$ cat src/rtl/icm_lookup_responder.sv
// ICM lookup responder: one ICM space's page table, answering fixed-latency lookups
// with map/unmap configuration and a sequential invalidate-all engine.

`ifndef ICM_ENTRY_NUM_MPT
`define ICM_ENTRY_NUM_MPT 16
`endif
`ifndef ICM_SPACE_ADDR_WIDTH
`define ICM_SPACE_ADDR_WIDTH 64
`endif
`ifndef PHY_SPACE_ADDR_WIDTH
`define PHY_SPACE_ADDR_WIDTH 64
`endif

module icm_lookup_responder #(
    parameter int ICM_ENTRY_NUM     = `ICM_ENTRY_NUM_MPT,
    parameter int ICM_ENTRY_NUM_LOG = (ICM_ENTRY_NUM > 1) ? $clog2(ICM_ENTRY_NUM) : 1,
    parameter int PAGE_SHIFT        = 12
) (
    input  logic                             clk,
    input  logic                             rst_n,
    input  logic                             lookup_valid,
    input  logic [ICM_ENTRY_NUM_LOG-1:0]     lookup_head,
    output logic                             rsp_valid,
    output logic [`ICM_SPACE_ADDR_WIDTH-1:0] rsp_icm_addr,
    output logic [`PHY_SPACE_ADDR_WIDTH-1:0] rsp_phy_addr,
    output logic                             rsp_hit,
    input  logic                             map_valid,
    input  logic [ICM_ENTRY_NUM_LOG-1:0]     map_index,
    input  logic [`PHY_SPACE_ADDR_WIDTH-1:0] map_phy_addr,
    output logic                             map_ready,
    input  logic                             unmap_valid,
    input  logic [ICM_ENTRY_NUM_LOG-1:0]     unmap_index,
    input  logic                             flush_req,
    output logic                             flush_busy,
    output logic                             flush_done,
    output logic [31:0]                      lookup_cnt,
    output logic [31:0]                      miss_cnt
);

    localparam int ICM_W = `ICM_SPACE_ADDR_WIDTH;
    localparam int PHY_W = `PHY_SPACE_ADDR_WIDTH;
    localparam logic [ICM_ENTRY_NUM_LOG-1:0] FLUSH_LAST = ICM_ENTRY_NUM_LOG'(ICM_ENTRY_NUM - 1);
    localparam logic [PHY_W-1:0] PAGE_MASK = {PHY_W{1'b1}} << PAGE_SHIFT;
    localparam logic [31:0] CNT_MAX = 32'hFFFF_FFFF;

    typedef enum logic [1:0] {
        ST_IDLE  = 2'd0,
        ST_FLUSH = 2'd1,
        ST_DONE  = 2'd2
    } state_t;

    state_t                         state_q, state_d;
    logic [ICM_ENTRY_NUM_LOG-1:0]   flush_ptr_q, flush_ptr_d;
    logic                           map_ready_q, map_ready_d;
    logic                           flush_busy_q, flush_busy_d;
    logic                           flush_done_q, flush_done_d;

    logic [ICM_ENTRY_NUM-1:0]       valid_q, valid_d;
    logic [PHY_W-1:0]               phy_mem_q [ICM_ENTRY_NUM];
    logic [PHY_W-1:0]               phy_mem_d [ICM_ENTRY_NUM];

    logic                           s1_valid_q, s1_valid_d;
    logic [ICM_ENTRY_NUM_LOG-1:0]   s1_head_q, s1_head_d;

    logic                           rsp_valid_q, rsp_valid_d;
    logic [ICM_W-1:0]               rsp_icm_addr_q, rsp_icm_addr_d;
    logic [PHY_W-1:0]               rsp_phy_addr_q, rsp_phy_addr_d;
    logic                           rsp_hit_q, rsp_hit_d;
    logic [31:0]                    lookup_cnt_q, lookup_cnt_d;
    logic [31:0]                    miss_cnt_q, miss_cnt_d;

    logic                           map_acc_s;
    logic                           unmap_acc_s;
    logic                           flush_clr_s;
    logic                           read_hit_s;
    logic [PHY_W-1:0]               read_phy_s;

    assign map_acc_s   = map_valid && map_ready_q;
    assign unmap_acc_s = unmap_valid && map_ready_q;
    assign flush_clr_s = (state_q == ST_FLUSH);

    // Flush sequencer; status outputs are registered from the next state.
    always_comb begin
        state_d     = state_q;
        flush_ptr_d = flush_ptr_q;
        case (state_q)
            ST_IDLE: begin
                if (flush_req) begin
                    state_d     = ST_FLUSH;
                    flush_ptr_d = '0;
                end else begin
                    state_d = ST_IDLE;
                end
            end
            ST_FLUSH: begin
                if (flush_ptr_q == FLUSH_LAST) begin
                    state_d = ST_DONE;
                end else begin
                    flush_ptr_d = flush_ptr_q + ICM_ENTRY_NUM_LOG'(1);
                end
            end
            ST_DONE: begin
                state_d = ST_IDLE;
            end
            default: begin
                state_d = ST_IDLE;
            end
        endcase
        map_ready_d  = (state_d != ST_FLUSH);
        flush_busy_d = (state_d == ST_FLUSH);
        flush_done_d = (state_d == ST_DONE);
    end

    // Table update: unmap is applied after map so it wins on an equal index.
    always_comb begin
        valid_d   = valid_q;
        phy_mem_d = phy_mem_q;
        if (flush_clr_s) begin
            valid_d[flush_ptr_q] = 1'b0;
        end else begin
            valid_d = valid_d;
        end
        if (map_acc_s) begin
            valid_d[map_index]   = 1'b1;
            phy_mem_d[map_index] = map_phy_addr;
        end else begin
            valid_d = valid_d;
        end
        if (unmap_acc_s) begin
            valid_d[unmap_index] = 1'b0;
        end else begin
            valid_d = valid_d;
        end
    end

    // Reading the next-state table forwards same-cycle writes into the lookup.
    always_comb begin
        read_hit_s = 1'b0;
        read_phy_s = '0;
        if (s1_valid_q && !flush_clr_s) begin
            read_hit_s = valid_d[s1_head_q];
            read_phy_s = phy_mem_d[s1_head_q] & PAGE_MASK;
        end else begin
            read_hit_s = 1'b0;
            read_phy_s = '0;
        end
    end

    // Pipeline stages, response fields and saturating counters.
    always_comb begin
        s1_valid_d     = lookup_valid;
        s1_head_d      = lookup_valid ? lookup_head : s1_head_q;
        rsp_valid_d    = s1_valid_q;
        rsp_icm_addr_d = rsp_icm_addr_q;
        rsp_phy_addr_d = rsp_phy_addr_q;
        rsp_hit_d      = rsp_hit_q;
        lookup_cnt_d   = lookup_cnt_q;
        miss_cnt_d     = miss_cnt_q;
        if (s1_valid_q) begin
            rsp_icm_addr_d = ICM_W'(s1_head_q) << PAGE_SHIFT;
            rsp_hit_d      = read_hit_s;
            rsp_phy_addr_d = read_hit_s ? read_phy_s : {PHY_W{1'b0}};
        end else begin
            rsp_hit_d = rsp_hit_q;
        end
        if (lookup_valid && (lookup_cnt_q != CNT_MAX)) begin
            lookup_cnt_d = lookup_cnt_q + 32'd1;
        end else begin
            lookup_cnt_d = lookup_cnt_q;
        end
        if (s1_valid_q && !read_hit_s && (miss_cnt_q != CNT_MAX)) begin
            miss_cnt_d = miss_cnt_q + 32'd1;
        end else begin
            miss_cnt_d = miss_cnt_q;
        end
    end

    // Control state, valid bits, pipeline and outputs; reset drops in-flight work.
    always_ff @(posedge clk or negedge rst_n) begin
        if (!rst_n) begin
            state_q        <= ST_IDLE;
            flush_ptr_q    <= '0;
            map_ready_q    <= 1'b0;
            flush_busy_q   <= 1'b0;
            flush_done_q   <= 1'b0;
            valid_q        <= '0;
            s1_valid_q     <= 1'b0;
            s1_head_q      <= '0;
            rsp_valid_q    <= 1'b0;
            rsp_icm_addr_q <= '0;
            rsp_phy_addr_q <= '0;
            rsp_hit_q      <= 1'b0;
            lookup_cnt_q   <= 32'd0;
            miss_cnt_q     <= 32'd0;
        end else begin
            state_q        <= state_d;
            flush_ptr_q    <= flush_ptr_d;
            map_ready_q    <= map_ready_d;
            flush_busy_q   <= flush_busy_d;
            flush_done_q   <= flush_done_d;
            valid_q        <= valid_d;
            s1_valid_q     <= s1_valid_d;
            s1_head_q      <= s1_head_d;
            rsp_valid_q    <= rsp_valid_d;
            rsp_icm_addr_q <= rsp_icm_addr_d;
            rsp_phy_addr_q <= rsp_phy_addr_d;
            rsp_hit_q      <= rsp_hit_d;
            lookup_cnt_q   <= lookup_cnt_d;
            miss_cnt_q     <= miss_cnt_d;
        end
    end

    // Address storage carries no reset; its contents only matter behind a valid bit.
    always_ff @(posedge clk) begin
        phy_mem_q <= phy_mem_d;
    end

    assign rsp_valid    = rsp_valid_q;
    assign rsp_icm_addr = rsp_icm_addr_q;
    assign rsp_phy_addr = rsp_phy_addr_q;
    assign rsp_hit      = rsp_hit_q;
    assign map_ready    = map_ready_q;
    assign flush_busy   = flush_busy_q;
    assign flush_done   = flush_done_q;
    assign lookup_cnt   = lookup_cnt_q;
    assign miss_cnt     = miss_cnt_q;

endmodule

$ cat config.mk
export PLATFORM = sky130hd
export DESIGN_NAME = icm_lookup_responder
export DESIGN_NICKNAME = d
export VERILOG_FILES = /design/src/rtl/icm_lookup_responder.sv
export SDC_FILE = /design/constraint.sdc
export NUM_CORES = 2
export LEC_CHECK = 0
export CAP_MARGIN = 5
export CORE_MARGIN = 8
export CORE_UTILIZATION = 37
export CTS_CLUSTER_SIZE = 16
export DETAILED_ROUTE_END_ITERATION = 12
export PLACE_DENSITY = 0.54
export SETUP_SLACK_MARGIN = 0.5
export SLEW_MARGIN = 5
export SYNTH_ARGS = -nofsm -noshare
export SYNTH_HDL_FRONTEND = slang
export SYNTH_SLANG_ARGS = --single-unit
$ cat constraint.sdc
create_clock -name clk -period 4.54 [get_ports clk]
set_input_delay 0.908 -clock clk [delete_from_list [all_inputs] [get_ports clk]]
set_output_delay 0.908 -clock clk [all_outputs]
set_load 0.005 [all_outputs]
# ---- Yosys cells after proc, flatten, opt, wreduce, memory -nomap -nowiden
# Cells that the tools add are included.
dict set report classes {
  add_sub_neg 3
  mul 0
  div_mod_pow 0
  order_cmp 10
  n_eq_ne 9
  shifts 0
  mux 27
  bitwise 7
  reduce_logical 15
}
# op n
set ops {}
lappend ops {{bitwise mux 1024 bit} 1}
lappend ops {{2-to-1 mux 1024 bit} 1}
lappend ops {{2-to-1 mux 64 bit} 5}
lappend ops {{binary-select mux 64 bit (select 4 bit)} 1}
lappend ops {{demux 64 bit (select 4 bit)} 1}
lappend ops {{adder 32 x 1 -> 32 bit (second input constant)} 2}
lappend ops {{inequality test 32 bit (second input constant)} 2}
lappend ops {{2-to-1 mux 16 bit} 3}
lappend ops {{bitwise AND 16 bit} 2}
lappend ops {{NOT 16 bit} 2}
lappend ops {{< comparator 4 x 5 -> 1 bit (second input constant)} 4}
lappend ops {{bitwise OR 16 bit} 1}
lappend ops {{demux 1 bit (select 4 bit)} 3}
lappend ops {{greater-or-equal comparator 4 x 1 -> 1 bit (second input constant)} 3}
lappend ops {{greater-or-equal comparator 5 bit (second input constant)} 2}
lappend ops {{logical AND 1 bit} 10}
lappend ops {{NOT 4 -> 5 bit} 2}
lappend ops {{2-to-1 mux 4 bit} 2}
lappend ops {{case mux 4 bit (2 select lines)} 1}
lappend ops {{2-to-1 mux 1 bit} 6}
lappend ops {{< comparator 5 x 1 -> 1 bit (second input constant)} 1}
lappend ops {{adder 4 x 1 -> 4 bit (second input constant)} 1}
lappend ops {{binary-select mux 1 bit (select 4 bit)} 1}
lappend ops {{equality test 2 x 1 -> 1 bit (second input constant)} 2}
lappend ops {{10 further kinds} 12}
dict set report totals {
  regBits 1188
  latch_bits 0
  mem_bits_rw 0
  rom_bits 0
  inputBits 82
  out_inout_bits 197
  wordCells 101
  mem_count 0
}

# ---- Longest topological paths before layout
dict set report logic_depth {
  ltp_word 17
  depth_mapped 13
  depth_no_buf 11
}

# ---- Worst setup path before layout
# Ideal clock, no wire load.
dict set report synth_path {
  path_kind {in2reg}
  startpoint {input map_index[2]}
  endpoint {register rsp_phy_addr_q[19] (netlist: rsp_phy_addr[19])}
  setup_ns 0.125
  arrival_ns 3.153
  t_required_ns 4.415
  path_slack_ns 1.263
  cell_stages 8
  path_buffers 1
  path_cell_list {nand4b_1 nor2_1 clkbuf_1 mux2_2 mux4_2 o211ai_1 nor3_1 mux2_2}
}
# element line
set synth_rtl {}
lappend synth_rtl {{start, declared} 28} ;# input logic [ICM_ENTRY_NUM_LOG-1:0] map_index,
lappend synth_rtl {{end signal, assigned} 206} ;# rsp_phy_addr_q <= rsp_phy_addr_d;
lappend synth_rtl {{end, declared} 67} ;# logic [PHY_W-1:0] rsp_phy_addr_q, rsp_phy_addr_d;

# ---- Worst setup path after layout
dict set report layout_path {
  startpoint {input map_valid}
  endpoint {register rsp_phy_addr_q[32] (netlist: rsp_phy_addr[32])}
}
dict set report layout_between {
  elab_chain_cells 8
  word_cells_on_any_way 13
  cone_classes {11 x mux; 1 x bitwise; 1 x reduce/logical}
}
# element line
set layout_lines {}
lappend layout_lines {{start, declared} 27} ;# input logic map_valid,
lappend layout_lines {{logical AND 1 bit *} 78} ;# assign map_acc_s = map_valid && map_ready_q;
lappend layout_lines {{2-to-1 mux 16 bit *} 123} ;# if (map_acc_s) begin
lappend layout_lines {{bitwise AND 16 bit (no line)} --}
lappend layout_lines {{2-to-1 mux 16 bit *} 129} ;# if (unmap_acc_s) begin
lappend layout_lines {{net valid_d[0]} 58} ;# logic [ICM_ENTRY_NUM-1:0] valid_q, valid_d;
lappend layout_lines {{binary-select mux 1 bit (select 4 bit) *} 141} ;# read_hit_s = valid_d[s1_head_q];
lappend layout_lines {{2-to-1 mux 1 bit (not written as such) *} 141}
lappend layout_lines {{2-to-1 mux 1 bit *} 140} ;# if (s1_valid_q && !flush_clr_s) begin
lappend layout_lines {{2-to-1 mux 64 bit *} 162} ;# rsp_phy_addr_d = read_hit_s ? read_phy_s : {PHY_W{1'b0}};
# Mark *: on every way through the listed nets, which the timed path passes. The rest lies on a longest branch. The select of a mux whose other input is x is not followed.
# A chain may end at the register's enable or synchronous reset.

==> reports/metrics.cfg <==
[critical_path]
end_kind=flop
cp_slowest_stage_delay_ps=560
path_buf_inv=2
startpoint_type=primary input
worstPathArrival_ps=4280
crit_chain=clkdlybuf4s50_1, and4bb_1, nand2_4, a22oi_1, nor3_1, o31ai_1, a21oi_1, a311o_2, buf_4, nor3_1, mux2_2
crit_required_ps=5130
crit_type=primary input to flop
path_max_fanout=37
critPathSlowestCell=clkdlybuf4s50_1
worst_path_most_repeated_cell=nor3_1
crit_family=compound AO/OA/AOI/OAI gates

[timing]
fin_crit_ps=3690
fin_crit_sh=0.812
setup_viol=0
finalSetupTns_ps=0
finClkSkew_ps=16.6
finalHoldViolations=0
max_freq_ghz=0.271
grt_setup_unrepaired=no
drv_slew=0
worstMarginPinSlew_ps=1070
holdWs_ps=287
slew_headroom=0.290

[min_path]
worstHoldPathType=primary input to asynchronous set/reset pin

[layout]
drive_gt1_frac=0.380
final_cell_area_um2=47400
area_growth_pct=18.0
final_cells=4758
fin_nets=3335
final_core_util=0.438

[clock_tree]
cts_tree=built
clkSlewWorstSetupHoldPaths_ps=60
clock_path_buffers=3
post-cts-setup-buffers=0
clockRootBuffer=clkbuf_16
h-tree-depth=3
cts_buffers=109
clk_latency_ps=660
ctsHoldBuffers=0
cts-resized-gates=0
clock-sinks=984

[synthesis]
synth_area_leaders=dfxtp_1, mux2_2, dfrtp_1, mux4_2, mux2i_1
synth_edf_count=0
synth-main-ff-cell=dfxtp_1
async_reset_ff_frac=0.154
yosysMostFrequentCell=mux2_2
synth_common_cells=mux2_2, dfxtp_1, mux2i_1
ys_seq_area_frac=0.509
yosysWarnings=0
synth_area_per_cell_um2=12.9
ys_ff_latch=984
postSynthCellCount=3112
yosysTopAreaCell=dfxtp_1
yosysTopAreaCellShare=0.414
synthDistinctLibCells=54
synthesis.area_um2=40200

[routing]
first_pass_iters=4
wire_per_inst_um=23.5
via_count=25150
drt_iter0_drc=1431
drc=0
drt_wl_total_um=112000
ant_nets=0
viasPerCell=5.29

[grt]
antenna_found_initial=9
grt_pass1_vias=27295
grt_usage=0.181
overflow=0
grt_max_degree=77
grt_pass1_wl_um=170000

[floorplan]
io-pin-count=279
rows=121
die_x_um=346
dieArea_um2=119000
die_h_um=346
start_util=0.371
fp.coreArea_um2=108000

[power]
pwr_density_cell_nw_per_um2=587
leakagePower_nw=19.6
ir_worst_vdd_uv=271

[place]
dp_hpwl_um=66300
io_buffers=194
dp_cells=4550
gp_congestion=0.803
dpl_cell_area_um2=43800

[run]
drv_cap=0

[status]
status=finished, final reports clean

[area by class of cell]
| cell class | count | area (um2) |
|---|---|---|
| Clock inverter | 24 | 211 |
| Timing Repair Buffer | 263 | 2810 |
| Inverter | 11 | 43.8 |
| Tap cell | 1414 | 1770 |
| Multi-Input combinational cell | 1878 | 18700 |
| Fill cell | 9754 | 61000 |
| Sequential cell | 984 | 20500 |
| Antenna cell | 5 | 12.5 |
| Clock buffer | 179 | 3460 |
[worst paths after layout]
kind	from	endpoint	slack (ps)	cells past startpoint
max	map_valid	rsp_phy_addr[32]$_DFFE_PN0P_	850	11
min	rst_n	miss_cnt[12]$_DFFE_PN0P_	290	1
max reg2reg	map_ready$_DFF_PN0_	rsp_phy_addr[32]$_DFFE_PN0P_	1210	10
min reg2reg	phy_mem_q[940]$_DFF_P_	phy_mem_q[940]$_DFF_P_	470	1
max in group asynchronous	rst_n	rsp_phy_addr[22]$_DFFE_PN0P_	3280	2
min in group clk	phy_mem_q[940]$_DFF_P_	phy_mem_q[940]$_DFF_P_	470	1
[report_power, final]
| group | internal [mW] | switching [mW] | total, mW | leakage, nW |
|---|---|---|---|---|
| logic | 3.69 | 2.84 | 6.52 | 8.95 |
| registers | 11.6 | 0.897 | 12.5 | 8.89 |
| clock network | 5.34 | 3.47 | 8.81 | 1.82 |
[per-layer routing]
| metal | track usage | part of all wire | up-vias |
|---|---|---|---|
| met5 | 0 | 0.00024 | - |
| met4 | 0.0593 | 0.027 | 4 |
| met3 | 0.0312 | 0.045 | 187 |
| met2 | 0.295 | 0.46 | 591 |
| met1 | 0.245 | 0.46 | 12898 |
| li1 | - | - | 11470 |
[cell families after synthesis]
kind of cell / Yosys count / share of synthesized area
muxes: 1207 / 0.361
DFF: 984 / 0.509
and+or+nand+nor: 322 / 0.0398
buffers and inverters: 321 / 0.0372
AOI/OAI and AO/OA: 208 / 0.0380
xor gates and xnor gates: 63 / 0.0137
adders and majority gates: 6 / 0.00187
other: 1 / 0.0000933
[state kept, by name (all words and copies together) (netlist names)]
| register | flops |
|---|---|
| phy_mem_q | 832 |
| rsp_phy_addr | 52 |
| lookup_cnt | 32 |
| miss_cnt | 32 |
| valid_q | 16 |
| flush_ptr_q | 4 |
| rsp_icm_addr | 4 |
| s1_head_q | 4 |
| state_q | 2 |
| flush_busy | 1 |
| flush_done | 1 |
| map_ready | 1 |
| rsp_hit | 1 |
| rsp_valid | 1 |
| rsp_valid_d | 1 |
[through the flow]
stage / worst slack [ps] / power [mW]
finish: 853 / 27.8
global route: 807 / 29.3
CTS: 984 / 28.1
detailed placement: 294 / 19.2
global placement: 316 / 18.6
floorplan: 1260 / 17.3
[placed cells by master, fill, tap and decap left out, types with 33 or more instances in the layout]
| master | instances |
|---|---|
| nor3_1 | 65 |
| clkbuf_16 | 116 |
| xnor2_1 | 46 |
| nor2_1 | 81 |
| clkdlybuf4s50_1 | 193 |
| buf_4 | 41 |
| conb_1 | 72 |
| mux4_2 | 104 |
| o211ai_1 | 52 |
| nand2_1 | 44 |
| a22oi_1 | 110 |
| dfrtp_1 | 149 |
| nand3_1 | 35 |
| dfxtp_1 | 832 |
| mux2i_1 | 211 |
| mux2_2 | 891 |
| clkbuf_8 | 33 |
Power figures use the tool's default switching activity.
